[config.mk]
export PLATFORM = sky130hd
export DESIGN_NAME = num24_round_ctrl
export DESIGN_NICKNAME = d
export VERILOG_FILES = /design/src/rtl/num24_round_ctrl_pkg.sv /design/src/rtl/num24_alu.sv /design/src/rtl/num24_round_ctrl.sv
export SDC_FILE = /design/constraint.sdc
export NUM_CORES = 1
export LEC_CHECK = 0
export BUFFER_PORTS_ARGS = -buffer_cell sky130_fd_sc_hd__buf_4
export CORE_AREA = 8 8 199 182
export DETAILED_ROUTE_END_ITERATION = 12
export DIE_AREA = 0 0 207 190
export SYNTH_ARGS = -nofsm -noshare
export SYNTH_HDL_FRONTEND = slang
export SYNTH_SLANG_ARGS = --single-unit
export TNS_END_PERCENT = 50
[constraint.sdc]
create_clock -name clk -period 23.2 [get_ports clk]
set_input_delay 1.16 -clock clk [delete_from_list [all_inputs] [get_ports clk]]
set_output_delay 1.16 -clock clk [all_outputs]
set_load 0.1 [all_outputs]
[src/rtl/num24_round_ctrl_pkg.sv]
// Shared types and constants for the 24-game round controller:
// state encodings, operator codes and keypad codes.
package num24_round_ctrl_pkg;

    typedef enum logic [2:0] {
        ST_IDLE    = 3'd0,
        ST_PICK_A  = 3'd1,
        ST_PICK_OP = 3'd2,
        ST_PICK_B  = 3'd3,
        ST_EXEC    = 3'd4,
        ST_WIN     = 3'd5,
        ST_LOSE    = 3'd6
    } state_e;

    localparam logic [1:0] OP_ADD = 2'd0;
    localparam logic [1:0] OP_SUB = 2'd1;
    localparam logic [1:0] OP_MUL = 2'd2;
    localparam logic [1:0] OP_DIV = 2'd3;

    localparam logic [3:0] KEY_ADD    = 4'hA;
    localparam logic [3:0] KEY_SUB    = 4'hB;
    localparam logic [3:0] KEY_MUL    = 4'hC;
    localparam logic [3:0] KEY_DIV    = 4'hD;
    localparam logic [3:0] KEY_CANCEL = 4'hF;

    function automatic logic is_op_key(input logic [3:0] k);
        return (k >= KEY_ADD) && (k <= KEY_DIV);
    endfunction

    // Operator keys are contiguous, so the op code is the offset from KEY_ADD.
    function automatic logic [1:0] key_to_op(input logic [3:0] k);
        return 2'(k - KEY_ADD);
    endfunction

endpackage

[src/rtl/num24_alu.sv]
// Combinational operand ALU: computes a (op) b and flags whether the result
// is a legal unsigned W-bit value (no underflow/overflow, exact division).
module num24_alu
    import num24_round_ctrl_pkg::*;
#(
    parameter int unsigned W = 10
) (
    input  logic [W-1:0] a,
    input  logic [W-1:0] b,
    input  logic [1:0]   op,
    output logic [W-1:0] result,
    output logic         legal
);

    localparam int unsigned PW = 2 * W;

    logic [W:0]    sum;
    logic [PW-1:0] prod;
    logic [W-1:0]  divisor;
    logic [W-1:0]  quot;
    logic [W-1:0]  rmd;

    always_comb begin
        sum     = {1'b0, a} + {1'b0, b};
        prod    = PW'(a) * PW'(b);
        // Divide-by-zero is flagged illegal; divide by one to keep the divider defined.
        divisor = (b == '0) ? W'(1) : b;
        quot    = a / divisor;
        rmd     = a % divisor;
        result  = '0;
        legal   = 1'b0;
        case (op)
            OP_ADD: begin
                result = sum[W-1:0];
                legal  = ~sum[W];
            end
            OP_SUB: begin
                result = a - b;
                legal  = (a >= b);
            end
            OP_MUL: begin
                result = prod[W-1:0];
                legal  = (prod[PW-1:W] == '0);
            end
            default: begin
                result = quot;
                legal  = (b != '0) && (rmd == '0);
            end
        endcase
    end

endmodule

[src/rtl/num24_round_ctrl.sv]
// Round controller for the 24 game: loads NUM_CNT operands, walks the
// pick-operand/operator/operand key sequence and reports win or lose.
module num24_round_ctrl
    import num24_round_ctrl_pkg::*;
#(
    parameter int unsigned NUM_CNT = 4,
    parameter int unsigned W       = 10,
    parameter int unsigned TARGET  = 24,
    parameter int unsigned SW      = 2
) (
    input  logic                 clk,
    input  logic                 rst,
    input  logic                 start,
    input  logic                 restart,
    input  logic                 key_valid,
    input  logic [3:0]           key_code,
    input  logic [NUM_CNT*W-1:0] seed_vals,
    output logic [NUM_CNT*W-1:0] nums,
    output logic [NUM_CNT-1:0]   valid_mask,
    output logic [SW-1:0]        sel1,
    output logic [SW-1:0]        sel2,
    output logic [1:0]           op,
    output logic                 err,
    output logic                 win,
    output logic                 lose,
    output logic                 busy
);

    localparam int unsigned NW = NUM_CNT * W;
    localparam int unsigned CW = $clog2(NUM_CNT + 1);

    state_e             state_q, state_d;
    logic [NW-1:0]      nums_q, nums_d;
    logic [NW-1:0]      orig_q, orig_d;
    logic [NUM_CNT-1:0] mask_q, mask_d;
    logic [CW-1:0]      remain_q, remain_d;
    logic [SW-1:0]      sel1_q, sel1_d;
    logic [SW-1:0]      sel2_q, sel2_d;
    logic [1:0]         op_q, op_d;
    logic               err_q, err_d;
    logic               win_q, win_d;
    logic               lose_q, lose_d;
    logic               busy_q, busy_d;

    logic               key_slot;
    logic [SW-1:0]      key_idx;
    logic               key_live;
    logic [W-1:0]       alu_a, alu_b, alu_res;
    logic               alu_legal;

    // Key decode and operand fetch for the current selections.
    always_comb begin
        key_slot = (key_code != 4'd0) && (32'(key_code) <= NUM_CNT);
        key_idx  = SW'(key_code - 4'd1);
        key_live = 1'b0;
        alu_a    = '0;
        alu_b    = '0;
        for (int i = 0; i < int'(NUM_CNT); i++) begin
            if (SW'(i) == key_idx) key_live = mask_q[i];
            if (SW'(i) == sel1_q)  alu_a    = nums_q[i*W +: W];
            if (SW'(i) == sel2_q)  alu_b    = nums_q[i*W +: W];
        end
    end

    num24_alu #(.W(W)) u_alu (
        .a      (alu_a),
        .b      (alu_b),
        .op     (op_q),
        .result (alu_res),
        .legal  (alu_legal)
    );

    // Next-state and datapath update.
    always_comb begin
        state_d  = state_q;
        nums_d   = nums_q;
        orig_d   = orig_q;
        mask_d   = mask_q;
        remain_d = remain_q;
        sel1_d   = sel1_q;
        sel2_d   = sel2_q;
        op_d     = op_q;
        err_d    = 1'b0;

        case (state_q)
            ST_IDLE, ST_WIN, ST_LOSE: begin
                if (start) begin
                    nums_d   = seed_vals;
                    orig_d   = seed_vals;
                    mask_d   = '1;
                    remain_d = CW'(NUM_CNT);
                    state_d  = ST_PICK_A;
                end else if (restart && (state_q != ST_IDLE)) begin
                    nums_d   = orig_q;
                    mask_d   = '1;
                    remain_d = CW'(NUM_CNT);
                    state_d  = ST_PICK_A;
                end
            end
            default: begin
                if (restart) begin
                    nums_d   = orig_q;
                    mask_d   = '1;
                    remain_d = CW'(NUM_CNT);
                    state_d  = ST_PICK_A;
                end else if (state_q == ST_EXEC) begin
                    state_d = ST_PICK_A;
                    if (alu_legal) begin
                        for (int i = 0; i < int'(NUM_CNT); i++) begin
                            if (SW'(i) == sel2_q) nums_d[i*W +: W] = alu_res;
                            if (SW'(i) == sel1_q) mask_d[i] = 1'b0;
                        end
                        remain_d = remain_q - CW'(1);
                        if (remain_q == CW'(2)) begin
                            state_d = (alu_res == W'(TARGET)) ? ST_WIN : ST_LOSE;
                        end
                    end else begin
                        err_d = 1'b1;
                    end
                end else if (key_valid) begin
                    case (state_q)
                        ST_PICK_A: begin
                            if (key_code == KEY_CANCEL) begin
                                state_d = ST_PICK_A;
                            end else if (key_slot && key_live) begin
                                sel1_d  = key_idx;
                                state_d = ST_PICK_OP;
                            end else begin
                                err_d = 1'b1;
                            end
                        end
                        ST_PICK_OP: begin
                            if (is_op_key(key_code)) begin
                                op_d    = key_to_op(key_code);
                                state_d = ST_PICK_B;
                            end else if (key_code == KEY_CANCEL) begin
                                state_d = ST_PICK_A;
                            end else begin
                                err_d = 1'b1;
                            end
                        end
                        default: begin
                            if (key_code == KEY_CANCEL) begin
                                state_d = ST_PICK_A;
                            end else if (key_slot && key_live && (key_idx != sel1_q)) begin
                                sel2_d  = key_idx;
                                state_d = ST_EXEC;
                            end else begin
                                err_d = 1'b1;
                            end
                        end
                    endcase
                end
            end
        endcase

        win_d  = (state_d == ST_WIN);
        lose_d = (state_d == ST_LOSE);
        busy_d = state_d inside {ST_PICK_A, ST_PICK_OP, ST_PICK_B, ST_EXEC};
    end

    always_ff @(posedge clk or negedge rst) begin
        if (!rst) begin
            state_q  <= ST_IDLE;
            nums_q   <= '0;
            orig_q   <= '0;
            mask_q   <= '0;
            remain_q <= '0;
            sel1_q   <= '0;
            sel2_q   <= '0;
            op_q     <= '0;
            err_q    <= 1'b0;
            win_q    <= 1'b0;
            lose_q   <= 1'b0;
            busy_q   <= 1'b0;
        end else begin
            state_q  <= state_d;
            nums_q   <= nums_d;
            orig_q   <= orig_d;
            mask_q   <= mask_d;
            remain_q <= remain_d;
            sel1_q   <= sel1_d;
            sel2_q   <= sel2_d;
            op_q     <= op_d;
            err_q    <= err_d;
            win_q    <= win_d;
            lose_q   <= lose_d;
            busy_q   <= busy_d;
        end
    end

    assign nums       = nums_q;
    assign valid_mask = mask_q;
    assign sel1       = sel1_q;
    assign sel2       = sel2_q;
    assign op         = op_q;
    assign err        = err_q;
    assign win        = win_q;
    assign lose       = lose_q;
    assign busy       = busy_q;

endmodule

After elaboration in Yosys (flattened, before gate mapping)
Cells that the tools add are included.
- $mul: 1
- div/mod/pow operators: 2
- multiplexer cells: 69
- equality and inequality tests: 27
- shift-type cells: 0
- magnitude comparators: 4
- bitwise gates (word level): 6
- add/sub/neg operators: 5
- reduce and logical (&&, ||, !) cells: 43
- operators by type and width (cell ; number):
    $mux W40 ; 6
    $mux W10 ; 13
    $mux W3 ; 20
    $reduce_bool A3 Y1 ; 11
    $reduce_and A4 Y1 ; 8
    $logic_not A10 Y1 ; 3
    $pmux W10 S3 ; 1
    $mux W4 ; 6
    $mul A10 B10 Y20 ; 1
    $mux W1 ; 19
    $eq A3 B3 Y1 const B ; 6
    $reduce_and A7 Y1 ; 2
    $eq A2 B2 Y1 const A ; 6
    $eq A3 B2 Y1 const B ; 4
    $add A10 B10 Y11 ; 1
    $div A10 B10 Y10 ; 1
    $eq A10 B5 Y1 const B ; 1
    $ge A10 B10 Y1 ; 1
    $mod A10 B10 Y10 ; 1
    $reduce_bool A10 Y1 ; 1
    $sub A10 B10 Y10 ; 1
    $logic_not A2 Y1 ; 4
    $reduce_bool A4 Y1 ; 2
    $eq A1 B2 Y1 const A ; 3
    24 further kinds ; 35
- input bits: 49
- bits in latches: 0
- memory bits (writable): 0
- bits in read-only memories: 0
- logic and storage cells: 175
- memories: 0
- output and inout port bits: 54
- register bits after elaboration: 100

Logic depth before layout (Yosys ltp)
- word-level depth: 18
- depth in mapped cells: 83
- depth with buffers taken out: 77

By module
From an unflattened synthesis, not the netlist that was laid out.
- cells, all modules: 1417
- area, all modules: 12625.9 um2
- modules (own cells, without submodules) (module ; times used ; area an instance (um2) ; cells each ; sequential area each (um2)):
    num24_alu ; 1 ; 7338.3 ; 981 ; 0.0
    num24_round_ctrl ; 1 ; 5287.6 ; 436 ; 2502.4

Least setup slack after synthesis
No wires, ideal clock.
- path type: reg-to-reg
- from: reg sel2_q[1] (netlist: sel2[1])
- to: reg nums_q[31] (netlist: nums[31])
- period minus slack after synthesis: 18857 ps
- slack: 4343 ps
- arrival: 18778 ps
- required time: 23121 ps
- stages on the path, launching flop included: 76
- path buffers: 7
- library setup time: 79 ps
- path through: dfrtp_1 > buf_2 > buf_1 > mux4_2 > nor3_1 > and2_1 > clkbuf_1 > nand2_1 > nand2b_1 > inv_1 > ha_1 > nor2_1 > nand3b_1 > mux2i_1 > ha_1 > or4b_2 > o311a_1 > nor2_1 > [40 not listed] > a21boi_0 > or2_2 > clkbuf_1 > mux2_2 > ha_1 > nand4_1 > o41a_1 > nor3_1 > a2bb2oi_1 > nor4_1 > nand2_1 > a211oi_1 > nor3b_1 > a21boi_1 > o41a_1 > o31ai_1 > buf_4 > mux2i_1
- word-level cells in the longest chain between the ends: 14
- ends and longest elaborated chain (element ; line ; RTL):
    start: declaration ; num24_round_ctrl.sv:38 ; logic [SW-1:0] sel2_q, sel2_d;
    start signal: assignment ; num24_round_ctrl.sv:183 ; sel2_q <= sel2_d;
    $logic_not A2 Y1 ; num24_round_ctrl.sv:61 ; if (SW'(i) == sel2_q) alu_b = nums_q[i*W +: W];
    $mux W10 (4 in series) ; num24_round_ctrl.sv:61 ;
    $logic_not A10 Y1 ; num24_alu.sv:27 ; divisor = (b == '0) ? W'(1) : b;
    $mux W10 ; num24_alu.sv:27 ;
    $div A10 B10 Y10 ; num24_alu.sv:28 ; quot = a / divisor;
    $pmux W10 S3 ; num24_alu.sv:32 ; case (op)
    $mux W10 ; num24_round_ctrl.sv:110 ; if (SW'(i) == sel2_q) nums_d[i*W +: W] = alu_res;
    $mux W40 ; num24_round_ctrl.sv:108 ; if (alu_legal) begin
    $mux W40 ; num24_round_ctrl.sv:106 ; end else if (state_q == ST_EXEC) begin
    $mux W40 ; num24_round_ctrl.sv:101 ; if (restart) begin
    $mux W40 ; num24_round_ctrl.sv:85 ; case (state_q)
    end signal: assignment ; num24_round_ctrl.sv:178 ; nums_q <= nums_d;
    end: declaration ; num24_round_ctrl.sv:33 ; logic [NW-1:0] nums_q, nums_d;
Parallel ways exist; a longest one is shown, timed or not. The select of a mux whose other input is x is not followed.
A chain may end at the register's enable or synchronous reset.

Worst setup path after layout
- from: reg sel2_q[0] (netlist: sel2[0])
- to: reg nums_q[3] (netlist: nums[3])
- word-level cells in the longest chain between the ends: 14
- ends and longest elaborated chain (element ; line):
    $logic_not A2 Y1 ; num24_round_ctrl.sv:61, num24_round_ctrl.sv:110
    $mux W10 (4 in series) ; num24_round_ctrl.sv:61
    $logic_not A10 Y1 ; num24_alu.sv:27
    $mux W10 ; num24_alu.sv:27
    $div A10 B10 Y10 ; num24_alu.sv:28
    $pmux W10 S3 ; num24_alu.sv:32
    $mux W10 ; num24_round_ctrl.sv:110
    $mux W40 ; num24_round_ctrl.sv:108
    $mux W40 ; num24_round_ctrl.sv:106
    $mux W40 ; num24_round_ctrl.sv:101
    $mux W40 ; num24_round_ctrl.sv:85
Parallel ways exist; a longest one is shown, timed or not. The select of a mux whose other input is x is not followed.

==> results.toml <==
[clock_network]
clock_latency_ns = 0.35
cts_hold_buf = 0
post_cts_resize_count = 0
cts_tree = "done"
clk_path_buf_depth = 2
clkSlewWorstSetupHoldPaths_ns = 0.07
ctsHtreeMaxLevel = 3
cts_buffers = 9
clock_sinks = 100
cts-root-buf = "clkbuf_16"
post_cts_buffers = 0

[floorplan]
core_area_mm2 = 0.0326
std_cell_rows = 63
dieArea_mm2 = 0.0393
die_w_um = 207
initial_utilization = 0.397
num_io_pins = 103
die_h_um = 190

[global_routing]
grt_pass1_wl_mm = 65.7
antenna_found_initial = 0
grt_max_degree = 82
grt_usage = 0.207
grt_pass1_vias = 11593
overflow = 0

[job]
max_cap_viol_count = 0

[route]
vias_per_cell = 5.96
wl_per_cell_um = 21.1
first_pass_iters = 6
num_vias = 11802
ant_nets = 0
finalWirelength_mm = 41.8
drt_iter0_markers = 973
drc = 0

[synth]
synth_top_flop_cell = "dfrtp_1"
synth_seq_cells = 100
ys_seq_area_frac = 0.193
syn_inst = 1481
avgSynthCellArea_um2 = 8.76
synth.distinct_cells = 79
yosys_warnings = 0
synth_fp_nets = 1733
netlist_area_mm2 = 0.0130
synth_edf_count = 0
synthArstFlopShare = 1.00

[sta]
final-setup-viol-count = 0
fin_crit_sh = 0.919
tightest_slew_ns = 0.964
min_period_ns = 21.32
fin_ws_ns = 1.88
setup_tns_ns = 0
rsz0062_at_grt = "no"
max-slew-margin-rel = 0.357
finClkSkew_ns = 0.0102
drv_slew = 0
hold_viol = 0
max_freq_mhz = 46.9

[cells_and_area]
layout_commonest_cell = "inv_1"
layoutNonFillerInstCount = 1980
final_cell_mix = "inv_1 (180), ha_1 (138), nor2_1 (130)"
synthToLayoutAreaGrowth_pct = 11.6
nets = 1805
antenna_cells = 0
layout-drive-gt1-share = 0.144

[worst_setup_path]
critPathKind = "reg2reg"
end_kind = "flip-flop"
critPathRequiredTime_ns = 23.40
slowest_delay_ns = 0.78
crit_arrival_ns = 21.52
slowest_stage = "dfrtp_1"
crit_path_max_fanout = 15
cpMostUsedCell = "ha_1"
critPathLaunchType = "flip-flop"

[placement]
dp_cells = 1964
gp_congestion = 0.960
io_buffer_count = 102
hpwl_mm = 32.8
dp_slack_ns = 2.30

[run_status]
outcome = "finished, final reports clean"

[hold_path]
hp-class = "reg2reg"
final cells by class:
| class | count | area [um^2] |
|---|---|---|
| Clock inverter | 6 | 103 |
| Sequential cell | 100 | 2500 |
| Multi-Input combinational cell | 1142 | 9550 |
| Tap cell | 422 | 528 |
| Fill cell | 3281 | 18200 |
| Timing Repair Buffer | 111 | 833 |
| Inverter | 189 | 709 |
| Clock buffer | 10 | 239 |
cell families (layout without fill, tap and decap cells):
kind of cell	Yosys count	in the layout	synth area share
AO/OA/AOI/OAI	349	349	0.187
buffers and inverters	239	316	0.0717
multiplexers	127	127	0.129
XOR/XNOR	35	35	0.0236
AND/OR/NAND/NOR	428	428	0.162
adder cells (fa/ha/maj)	203	203	0.233
flip-flops	100	100	0.193
synthesized netlist by cell type, drive strengths merged, types with 16 or more instances:
library cell / n / area (um^2)
a21oi: 59 / 295
and2: 36 / 225
nand2: 97 / 364
inv: 181 / 679
ha: 138 / 1730
o21a: 23 / 173
a31oi: 24 / 150
xnor2: 18 / 158
clkbuf: 37 / 139
o21ai: 65 / 325
a211oi: 19 / 143
mux2i: 50 / 500
nand3: 16 / 80.1
dfrtp: 100 / 2500
nor3: 44 / 220
mux2: 50 / 567
o221ai: 43 / 377
fa: 65 / 1300
nor2: 130 / 488
mux4: 27 / 608
xor2: 17 / 149
through the flow:
stage / utilization / cell area [um^2] / hold slack (ns)
after floorplan: - / 13000 / 0.473
after global placement: 0.433 / 14100 / 0.487
after detailed placement: 0.433 / 14100 / 0.493
after CTS: 0.443 / 14500 / 0.510
after global routing: 0.443 / 14500 / 0.520
final: 0.443 / 14500 / 0.508
metal layers:
metal  vias to the layer above  global-route usage  routed length (um)  part of all wire
met5                         -                   0                   0                 0
met2                       427               0.326               18400              0.44
met3                        47              0.0474                3360             0.080
met1                      5830               0.287               19300              0.46
li1                       5498                   -                   -                 -
met4                         0              0.0505                 827             0.020
registers in the layout (all words and copies together), names as in the netlist, 2 cells and up:
register / count
nums: 40
op: 2
orig_q: 40
remain_q: 3
sel1: 2
sel2: 2
state_q: 3
valid_mask: 4
worst paths after layout:
path                                        startpoint                      to  slack (ns)  cells past startpoint
worst max-delay path               sel2[0]$_DFFE_PN0P_     nums[3]$_DFFE_PN0P_        1.88                     71
worst min register to register  orig_q[27]$_DFFE_PN0P_  orig_q[27]$_DFFE_PN0P_        0.51                      1
max in group asynchronous                          rst    nums[17]$_DFFE_PN0P_       21.19                      2
min in group asynchronous                          rst    nums[31]$_DFFE_PN0P_        0.71                      1
worst max register to register     sel2[0]$_DFFE_PN0P_     nums[3]$_DFFE_PN0P_        1.88                     71
worst min-delay path            orig_q[27]$_DFFE_PN0P_  orig_q[27]$_DFFE_PN0P_        0.51                      1
worst max-delay path: cells and delay by family (launching register included):
family / cells / cell delay (ns)
adder cells (fa/ha/maj): 10 / 3.25
buffers and inverters: 2 / 0.42
AO/OA/AOI/OAI: 28 / 8.13
flip-flops: 1 / 0.78
AND/OR/NAND/NOR: 25 / 6.42
multiplexers: 6 / 2.21
Power is left out: the tool's default activity adds up to more than one toggle a clock period on the data nets, which glitch-free logic cannot reach.
